[src/rtl/mul_seq_collect_pkg.sv]
// Shared constants and types for the constant-multiplier frame collector.
// The collector consumes frames of x1, x3, x7, x8 products of one base operand.
package mul_seq_collect_pkg;

  localparam int unsigned MUL0 = 1;
  localparam int unsigned MUL1 = 3;
  localparam int unsigned MUL2 = 7;
  localparam int unsigned MUL3 = 8;

  localparam int unsigned BASE_W = 8;
  localparam int unsigned IN_W   = 11;
  localparam int unsigned SUM_W  = 13;

  // State names the next product expected in the frame.
  typedef enum logic [1:0] {
    StIdle = 2'd0,
    StP1   = 2'd1,
    StP2   = 2'd2,
    StP3   = 2'd3
  } coll_state_e;

  typedef struct packed {
    logic [BASE_W-1:0] base;
    logic [SUM_W-1:0]  sum;
    logic              err;
  } rec_t;

endpackage

[src/rtl/mul_rec_fifo.sv]
// Synchronous record FIFO; a push into a full FIFO is accepted only when a pop
// frees the head slot in the same cycle.
module mul_rec_fifo #(
  parameter int unsigned DEPTH = 2,
  parameter int unsigned WIDTH = 22
) (
  input  logic             clk,
  input  logic             rst,
  input  logic             push,
  input  logic [WIDTH-1:0] push_data,
  input  logic             pop,
  output logic             full,
  output logic             empty,
  output logic [WIDTH-1:0] head
);

  localparam int unsigned PtrW = (DEPTH > 1) ? $clog2(DEPTH) : 1;
  localparam int unsigned CntW = $clog2(DEPTH + 1);

  logic [WIDTH-1:0] mem_q [DEPTH];
  logic [PtrW-1:0]  wr_ptr_q, wr_ptr_d;
  logic [PtrW-1:0]  rd_ptr_q, rd_ptr_d;
  logic [CntW-1:0]  cnt_q, cnt_d;
  logic             do_push, do_pop;

  assign empty   = (cnt_q == '0);
  assign full    = (cnt_q == CntW'(DEPTH));
  assign head    = mem_q[rd_ptr_q];
  assign do_pop  = pop && !empty;
  assign do_push = push && (!full || do_pop);

  always_comb begin
    wr_ptr_d = wr_ptr_q;
    rd_ptr_d = rd_ptr_q;
    cnt_d    = cnt_q;
    if (do_push) begin
      wr_ptr_d = (wr_ptr_q == PtrW'(DEPTH - 1)) ? '0 : wr_ptr_q + PtrW'(1);
    end
    if (do_pop) begin
      rd_ptr_d = (rd_ptr_q == PtrW'(DEPTH - 1)) ? '0 : rd_ptr_q + PtrW'(1);
    end
    case ({do_push, do_pop})
      2'b10:   cnt_d = cnt_q + CntW'(1);
      2'b01:   cnt_d = cnt_q - CntW'(1);
      default: cnt_d = cnt_q;
    endcase
  end

  always_ff @(posedge clk) begin
    if (rst) begin
      wr_ptr_q <= '0;
      rd_ptr_q <= '0;
      cnt_q    <= '0;
      for (int i = 0; i < int'(DEPTH); i++) begin
        mem_q[i] <= '0;
      end
    end else begin
      wr_ptr_q <= wr_ptr_d;
      rd_ptr_q <= rd_ptr_d;
      cnt_q    <= cnt_d;
      // When full, wr_ptr equals rd_ptr: overwriting the popped head is intended.
      if (do_push) begin
        mem_q[wr_ptr_q] <= push_data;
      end
    end
  end

endmodule

[src/rtl/mul_seq_collect.sv]
// Collects x1/x3/x7/x8 product frames, checks each product against the latched
// base and queues {base, sum, err} records behind a valid/ready handshake.
module mul_seq_collect #(
  parameter int unsigned IN_W  = mul_seq_collect_pkg::IN_W,
  parameter int unsigned SUM_W = mul_seq_collect_pkg::SUM_W,
  parameter int unsigned DEPTH = 2
) (
  input  logic             clk,
  input  logic             rst,
  input  logic             input_grant,
  input  logic [IN_W-1:0]  in,
  output logic             out_valid,
  input  logic             out_ready,
  output logic [7:0]       out_base,
  output logic [SUM_W-1:0] out_sum,
  output logic             out_err,
  output logic             frm_abort,
  output logic             ovf
);

  import mul_seq_collect_pkg::*;

  localparam int unsigned REC_W = BASE_W + SUM_W + 1;

  coll_state_e       state_q, state_d;
  logic [BASE_W-1:0] base_q, base_d;
  logic [SUM_W-1:0]  acc_q, acc_d;
  logic              err_q, err_d;
  logic              abort_q, abort_d;
  logic              ovf_q, ovf_d;

  logic [IN_W-1:0]   base_ext, exp3, exp7, exp8;
  logic [SUM_W-1:0]  in_ext, acc_sum;
  logic              hi_nz, start;
  logic              push, pop;
  logic [REC_W-1:0]  push_rec, head;
  logic              fifo_full, fifo_empty;

  // Expected products built from shifts and adds only.
  assign base_ext = IN_W'(base_q);
  assign exp3     = (base_ext << 1) + base_ext;
  assign exp7     = (base_ext << 3) - base_ext;
  assign exp8     = base_ext << 3;

  assign in_ext   = SUM_W'(in);
  assign acc_sum  = acc_q + in_ext;
  assign hi_nz    = |in[IN_W-1:BASE_W];
  // A grant in P3 is swallowed by the frame completion.
  assign start    = input_grant && (state_q != StP3);

  always_comb begin
    state_d  = state_q;
    base_d   = base_q;
    acc_d    = acc_q;
    err_d    = err_q;
    abort_d  = 1'b0;
    push     = 1'b0;
    push_rec = '0;
    if (start) begin
      base_d  = in[BASE_W-1:0];
      acc_d   = in_ext;
      err_d   = hi_nz;
      state_d = StP1;
      abort_d = (state_q != StIdle);
    end else begin
      case (state_q)
        StP1: begin
          acc_d   = acc_sum;
          err_d   = err_q | (in != exp3);
          state_d = StP2;
        end
        StP2: begin
          acc_d   = acc_sum;
          err_d   = err_q | (in != exp7);
          state_d = StP3;
        end
        StP3: begin
          push     = 1'b1;
          push_rec = {base_q, acc_sum, err_q | (in != exp8)};
          state_d  = StIdle;
        end
        default: state_d = StIdle;
      endcase
    end
  end

  assign out_valid = !fifo_empty;
  assign pop       = out_valid && out_ready;
  assign ovf_d     = push && fifo_full && !pop;

  mul_rec_fifo #(
    .DEPTH (DEPTH),
    .WIDTH (REC_W)
  ) u_fifo (
    .clk       (clk),
    .rst       (rst),
    .push      (push),
    .push_data (push_rec),
    .pop       (pop),
    .full      (fifo_full),
    .empty     (fifo_empty),
    .head      (head)
  );

  assign out_base  = fifo_empty ? '0 : head[REC_W-1 -: BASE_W];
  assign out_sum   = fifo_empty ? '0 : head[SUM_W:1];
  assign out_err   = fifo_empty ? 1'b0 : head[0];
  assign frm_abort = abort_q;
  assign ovf       = ovf_q;

  always_ff @(posedge clk) begin
    if (rst) begin
      state_q <= StIdle;
      base_q  <= '0;
      acc_q   <= '0;
      err_q   <= 1'b0;
      abort_q <= 1'b0;
      ovf_q   <= 1'b0;
    end else begin
      state_q <= state_d;
      base_q  <= base_d;
      acc_q   <= acc_d;
      err_q   <= err_d;
      abort_q <= abort_d;
      ovf_q   <= ovf_d;
    end
  end

endmodule
[config.mk]
export PLATFORM = sky130hd
export DESIGN_NAME = mul_seq_collect
export DESIGN_NICKNAME = d
export VERILOG_FILES = /design/src/rtl/mul_seq_collect_pkg.sv /design/src/rtl/mul_rec_fifo.sv /design/src/rtl/mul_seq_collect.sv
export SDC_FILE = /design/constraint.sdc
export NUM_CORES = 1
export LEC_CHECK = 0
export CAP_MARGIN = 20
export CORE_UTILIZATION = 50
export CTS_CLUSTER_DIAMETER = 100
export DETAILED_ROUTE_END_ITERATION = 6
export GPL_TIMING_DRIVEN = 0
export PLACE_DENSITY = 0.7
export SYNTH_ARGS = -nofsm -noshare
export SYNTH_HDL_FRONTEND = slang
export SYNTH_SLANG_ARGS = --single-unit
[constraint.sdc]
create_clock -name clk -period 8.35 [get_ports clk]
set_input_delay 1.67 -clock clk [delete_from_list [all_inputs] [get_ports clk]]
set_output_delay 1.67 -clock clk [all_outputs]
set_load 0.005 [all_outputs]
Yosys cells after proc, flatten, opt, wreduce, memory -nomap -nowiden

Memory sizes are Yosys's and may differ from the RTL's. A register that Yosys moved wholly into a read port is not among the register bits.
Index checks and enable logic that the tools add are counted.

Multiplexer cells: 26
Add/sub/neg operators: 7
Eq/ne operators: 10
Reductions and logical operators: 20
Bitwise logic cells: 4

Operators by type and width:

| kind                | count |
|---|---|
| $mux 22             | 3 |
| $mux 11             | 2 |
| $ne 11x11->1        | 2 |
| $reduce_or 22->1    | 1 |
| $mux 1              | 16 |
| $add 13x11->13      | 1 |
| $mux 13             | 1 |
| $ne 11x10->1        | 1 |
| $sub 11x8->11       | 1 |
| $add 9x8->10        | 1 |
| $eq 2x2->1 const B  | 4 |
| $mux 8              | 1 |
| $pmux 2 s2          | 2 |
| $logic_and 1x1->1   | 6 |
| $reduce_bool 2->1   | 3 |
| $reduce_or 2->1     | 3 |
| $eq 2x1->1 const B  | 2 |
| $logic_not 1->1     | 3 |
| $or 1x1->1          | 3 |
| $reduce_bool 3->1   | 1 |
| $reduce_or 3->1     | 1 |
| $add 1x1->1 const B | 2 |
| $add 2x1->2 const B | 1 |
| $logic_not 2->1     | 1 |
| other kinds (5)     | 5 |

Word-level logic and storage cells: 79
Bits in writable memories: 44
Output and inout port bits: 25
Memories: 1
Bits of input ports: 15
Register bits: 30

Memories:

| name         | words | width | rd ports | clocked after memory_dff | write ports | line               | text |
|---|---|---|---|---|---|---|---|
| u_fifo.mem_q | 2     | 22    | 1        | 1                        | 2           | mul_rec_fifo.sv:20 | `logic [WIDTH-1:0] mem_q [DEPTH];` |

Longest topological paths before layout

Word-level depth: 11
Mapped depth: 11
Depth with buffers taken out: 10

Modules after synthesis

A second synthesis with hierarchy kept.

Cells, all modules: 549
Area, all modules: 5221.3 µm²

By module, submodules not included:

| module          | sequential area each (µm²) | cells each | times used | area each (µm²) |
|---|---|---|---|---|
| mul_seq_collect | 520.5                      | 400        | 1          | 3030.4 |
| mul_rec_fifo    | 1421.4                     | 149        | 1          | 2190.9 |

Worst setup path before layout

OpenSTA, ideal clock, no wires.

Path kind: in2reg
Start point: input port out_ready
End point: memory u_fifo.mem_q[0][0], enable pin
Arrival: 3.496 ns
Slack: 4.422 ns
Setup time: 0.432 ns
Buffers on the path: 0
Stages: 4
Data required time: 7.918 ns
Cells stage by stage: nor2_1 nand2_1 nand2_1 o21ai_0

RTL lines:

| item               | line                  | text |
|---|---|---|
| start: declaration | mul_seq_collect.sv:13 | `input logic out_ready,` |
| end: declaration   | mul_rec_fifo.sv:20    |  |

==> impl_metrics.ini <==
[status]
run_status = finished, final reports clean

[clock_network]
post_cts_resized = 0
clkSinkCount = 75
cts_root_buf = clkbuf_8
cts_buffer_depth = 2
worstSkewPairLatency_ns = 0.34
hold_buffers = 0
cts_tree = built
htreeDepth = 3
cts.clk_slew.worst_paths_ns = 0.08
cts_setup_buffers = 0
cts_made_buffers = 9

[logic_synthesis]
syn_inst = 533
yosysTopAreaCell = edfxtp_1
synth_cell_types = 62
synthAdderAreaFrac_pct = 9.03
synth_edf_count = 44
yosys.area.top_type_share_pct = 27.1
yosysWarnings = 0
yosysSeqAreaShare_pct = 39.8
synth_top_flop_cell = edfxtp_1
yosys.area_share.simple_pct = 20.8
ys_seq_elements = 75
synth_top_family_by_area = simple AND/OR/NAND/NOR gates
synth-compound-area-share_pct = 14.1
synthTopCellsByArea = edfxtp_1, dfxtp_1, ha_1
async_flop_share_pct = 0
synthesis.nets = 582
syn_area_per_cell_um2 = 9.15
synthXorXnorAreaFrac_pct = 6.11
synthMuxAreaShare_pct = 6.26
syn_area_um2 = 4880

[placement]
gp_congestion = 0.966
hpwl_um = 8710
port_buffers = 38
place_ws_ns = 3.56

[setup_path]
rrSetupSlack_ns = 5.29
crit_arrival_ns = 4.54
crit_required_ns = 8.43
startpoint_type = input port
crit_path_cell_trace = clkdlybuf4s50_1, ha_1, fa_1, a21o_1, a21oi_1, o21ai_1, a221o_1, a41oi_1, xor2_1, nor2_1
end_kind = flop
critPathTopFamily = compound AO/OA/AOI/OAI gates
slowest_stage = clkdlybuf4s50_1
path_buf_inv = 1
cp_slowest_stage_delay_ns = 0.50
worst-setup-path-type = in -> reg
worst-path-max-fanout = 4

[timing]
finalSetupViolations = 0
finClkSkew_ns = 0.0121
min_period_ns = 4.47
max_clock_freq_mhz = 224
finalSetupTns_ns = 0
tightest_slew_ns = 0.980
slew_headroom_pct = 34.5
hold_viol_final = 0
slew_violations = 0
setup_ws_ns = 3.88
period_share_pct = 53.5
rsz0062_at_grt = no

[global_routing]
grt_use_total_pct = 24.3
grt_pass1_vias = 3806
grt_max_degree = 23
grt_pass1_wl_um = 18900
antenna_found_initial = 0
grt-ovfl-total = 0

[route]
routedWlPerCell_um = 16.0
wirelength_um = 11500
vias_per_cell = 5.64
post-route-drc-count = 0
ant_nets = 0
vias = 4044
first_pass_iters = 5
drt-initial-drc-count = 193

[final_layout]
nets = 632
utilization_pct = 60.6
diodes = 0
drive_gt1_share_pct = 5.78
syn2layout_area_growth_pct = 15.9

[die]
die_area_um2 = 10200
io_pins = 40
start_util_pct = 52.3
die_w_um = 101
num_rows = 35
die_h_um = 101
core_um2 = 9330

[pwr]
pwr_density_cell_nw_per_um2 = 162
leakage_nw = 2.06
ir_worst_vdd_mv = 0.0810
p_total_uw = 917

[hold_path]
hp-class = reg -> reg

[job]
cap_violations = 0
-- metal layers --
metal	up-vias	wire length, µm	global-route usage [%]
li1	1998	-	-
met1	1914	5410	33.1
met2	113	5400	39.9
met3	19	500	3.81
met4	0	193	7.36
met5	-	0	0
-- final timing paths --
kind,from,end,cells past startpoint
setup reg to reg,base_q[6],err_q,10
hold / removal,u_fifo.rd_ptr_q,u_fifo.rd_ptr_q,2
hold reg to reg,u_fifo.rd_ptr_q,u_fifo.rd_ptr_q,2
setup / recovery,in[0],u_fifo.mem_q[0][13],10
-- sequential cells by signal, summed over array words and instances (netlist names), named ones only --
register         cells
acc_q               13
base_q               8
err_q                1
frm_abort            1
ovf                  1
state_q              2
u_fifo.cnt_q         2
u_fifo.mem_q        44
u_fifo.rd_ptr_q      1
u_fifo.wr_ptr_q      1
-- power breakdown --
part	internal, mW	switching [mW]
combinational	0.0776	0.114
sequential	0.407	0.0108
clock	0.169	0.139
-- cells in the mapped netlist, types with 4 or more instances --
cell      count
nor2_1       83
edfxtp_1     44
nand2_1      43
a21oi_1      35
ha_1         32
dfxtp_1      31
mux2i_1      26
clkbuf_1     23
inv_1        22
xnor2_1      20
o21ai_0      17
xor2_1       14
nand3_1       8
nand2b_1      7
nor2b_1       7
nor3b_1       7
and3_1        6
nor3_1        6
or3_1         6
and2_1        5
nand3b_1      5
or2_2         5
a211o_1       4
a21o_1        4
a31oi_1       4
mux2_2        4
o21a_1        4
-- kinds of logic (layout without fill, tap and decap cells) --
family / Yosys count / in the layout
multiplexers: 30 / 30
flip-flops: 75 / 75
AND/OR/NAND/NOR: 207 / 207
adder cells (fa/ha/maj): 34 / 34
AO/OA/AOI/OAI: 105 / 105
XOR/XNOR: 34 / 34
buffers and inverters: 48 / 103
-- layout make-up --
type / count / area [µm²]
sequential: 75 / 1940
inverter: 23 / 86.3
timing repair buffer: 39 / 395
buffer: 25 / 101
multi-input combinational: 410 / 2750
clock inverter: 6 / 87.6
clock buffer: 10 / 128
fill: 796 / 3680
tap: 129 / 161
-- stage by stage --
step                hold WS, ns  cell area, µm²  cells
CTS                       0.512            5650    717
global placement          0.481            5420    700
finish                    0.508            5650    717
floorplan                 0.466            4880    533
detailed placement        0.490            5440    701
global route              0.553            5650    717
-- layout by cell type (no fill, tap or decap), types with 3 or more instances in the layout --
cell / Yosys / routed
nand3_1: 8 / 8
or3_1: 6 / 6
nor3b_1: 7 / 7
o21ai_0: 17 / 16
o221ai_1: 3 / 3
nor3_1: 6 / 6
ha_1: 32 / 32
clkbuf_1: 23 / 24
o31ai_1: 3 / 3
mux2_2: 4 / 4
nand3b_1: 5 / 5
and3_1: 6 / 6
nor2_1: 83 / 83
dfxtp_1: 31 / 31
nor2b_1: 7 / 7
nor4_1: 3 / 3
clkdlybuf4s50_1: 0 / 38
a211o_1: 4 / 4
xnor2_1: 20 / 20
and2_1: 5 / 5
xor2_1: 14 / 14
o21ai_1: 3 / 3
nand2_1: 43 / 43
nand4_1: 3 / 3
a211oi_1: 3 / 3
a21o_1: 4 / 4
inv_1: 22 / 22
or2_2: 5 / 5
a21oi_1: 35 / 35
o21a_1: 4 / 4
a31oi_1: 4 / 4
clkbuf_8: 0 / 9
mux2i_1: 26 / 26
edfxtp_1: 44 / 44
nand2b_1: 7 / 7
-- worst register-to-register path: stages, from the launching register on --
cell and delay (ns):
dfxtp_1 0.39, clkbuf_1 0.30, inv_1 0.22, ha_1 0.45, inv_1 0.11, o311ai_0 0.47
a2111oi_0 0.17, a311oi_1 0.30, o22ai_1 0.15, a2111oi_2 0.23, a41oi_1 0.15
No activity file was read; power rests on OpenSTA's default activity.
==> variant: new RTL, same flow settings <==
The 4 states of `coll_state_e` get a one-hot encoding in 4 bits.
--- a/src/rtl/mul_seq_collect_pkg.sv
+++ b/src/rtl/mul_seq_collect_pkg.sv
@@ -12,11 +12,11 @@
   localparam int unsigned SUM_W  = 13;
 
   // State names the next product expected in the frame.
-  typedef enum logic [1:0] {
-    StIdle = 2'd0,
-    StP1   = 2'd1,
-    StP2   = 2'd2,
-    StP3   = 2'd3
+  typedef enum logic [3:0] {
+    StIdle = 4'b0001,
+    StP1   = 4'b0010,
+    StP2   = 4'b0100,
+    StP3   = 4'b1000
   } coll_state_e;
 
   typedef struct packed {
Formal check against the unedited RTL: no difference found for any inputs over 10 cycles, from zero or initial values and one cycle with rst high; not proved beyond that.
==> variant against the original RTL <==
- the flow now finishes with violations (design-rule violations)
- sequential cell count up 2
- total power down 6.3%
- hold slack worse by 0.0037 ns
- first-iteration DRC count up 5.7%
- cell count down 9.6%
- sequential share of layout area up 2.8 points
- area after synthesis down 5.7%
- cell area down 5.6%
- setup slack better by 0.30 ns
- clock skew up 0.0023 ns
- register-to-register slack better by 0.15 ns
- wire length down 10%
==> variant: results <==
# TYPE chip_impl_metric gauge
chip_impl_info{name="hold_path_startpoint",value="acc_q[0]$_SDFFE_PP0N_"} 1
chip_impl_metric{name="clock-skew-final",unit="ns"} 0.01447
chip_impl_metric{name="stdcell_count",unit=""} 648
chip_impl_metric{name="synth_fp_nets",unit=""} 531
chip_impl_metric{name="netlist-cell-type-count",unit=""} 53
chip_impl_metric{name="syn-instance-count",unit=""} 485
chip_impl_info{name="violated_checks",value="design-rule violations"} 1
chip_impl_metric{name="drc_viols",unit=""} 2
chip_impl_metric{name="power_leakage",unit="nW"} 1.995
chip_impl_metric{name="synth_seq_area_share",unit=""} 0.4310
chip_impl_info{name="r2r-start",value="state_q[2]$_SDFF_PP0_"} 1
chip_impl_metric{name="grt_pass1_vias",unit=""} 3595
chip_impl_metric{name="gp_congestion",unit=""} 0.9062
chip_impl_metric{name="final_layout_size_suffix_gt1_frac",unit=""} 0.04630
chip_impl_metric{name="detail_route.first_pass.iterations",unit=""} 6
chip_impl_metric{name="worst-slew-pin-transition",unit="ns"} 0.9522
chip_impl_metric{name="critical_path_peak_fanout",unit=""} 5
chip_impl_info{name="synthTopCellsByArea",value="edfxtp_1 29%, dfxtp_1 14%, ha_1 7.9%"} 1
chip_impl_metric{name="nets",unit=""} 581
chip_impl_info{name="outcome",value="complete, but fails checks"} 1
chip_impl_metric{name="final.fill_count",unit=""} 773
chip_impl_metric{name="worst-r2r-setup-slack",unit="ns"} 5.44
chip_impl_metric{name="routed_wirelength",unit="um"} 10340
chip_impl_metric{name="viasPerCell",unit=""} 5.653
chip_impl_metric{name="worst_ir_drop_vdd",unit="uV"} 112.1
chip_impl_metric{name="track_usage",unit=""} 0.2288
chip_impl_metric{name="slowest_delay",unit="ns"} 0.52
chip_impl_info{name="synth.cells.most_frequent",value="78 x nor2_1, 44 x edfxtp_1, 36 x nand2_1, 35 x a21oi_1, 33 x dfxtp_1"} 1
variant: layer usage:
metal,routed length [um],share of wire,track usage,vias to the layer above
li1,-,-,-,1836
met5,0,0,0,-
met4,168,0.016,0.07925,0
met1,4731,0.46,0.3064,1718
met3,561,0.054,0.04152,16
met2,4875,0.47,0.3732,93
variant: cells by family after synthesis:
logic type                 Yosys count  share of synthesized area
and+or+nand+nor                    170                     0.1785
adders and majority gates           31                    0.08762
AOI/OAI and AO/OA                  101                     0.1371
buffers and inverters               39                    0.03211
xor gates and xnor gates            45                    0.08571
muxes                               22                    0.04789
DFF                                 77                     0.4310
variant: stage by stage:
stage / util / cell area (um^2) / setup slack [ns]
detailed placement: 0.5828 / 5132 / 3.840
global route: 0.6061 / 5338 / 3.974
floorplan: - / 4598 / 4.323
finish: 0.6061 / 5338 / 4.185
global placement: 0.5807 / 5114 / 2.987
CTS: 0.6061 / 5338 / 4.215
variant: area by class of cell:
cell class | instances | share of cell area
multi-input combinational | 369 | 0.4632
sequential | 77 | 0.3713
timing repair buffer | 39 | 0.07407
tap | 108 | 0.02532
clock buffer | 9 | 0.02321
buffer | 22 | 0.01571
clock inverter | 7 | 0.01524
inverter | 17 | 0.01195
variant: worst max-delay path, delay by kind of cell:
kind	cells	cell delay, ns
xor gates and xnor gates	1	0.23
and+or+nand+nor	2	0.18
buffers and inverters	1	0.52
adders and majority gates	2	0.70
AOI/OAI and AO/OA	4	0.93
variant: power by group:
part / switching, mW / leakage, nW / internal, mW
registers: 0.0106 / 0.725 / 0.414
logic: 0.0860 / 1.18 / 0.0605
clock network: 0.146 / 0.0944 / 0.142
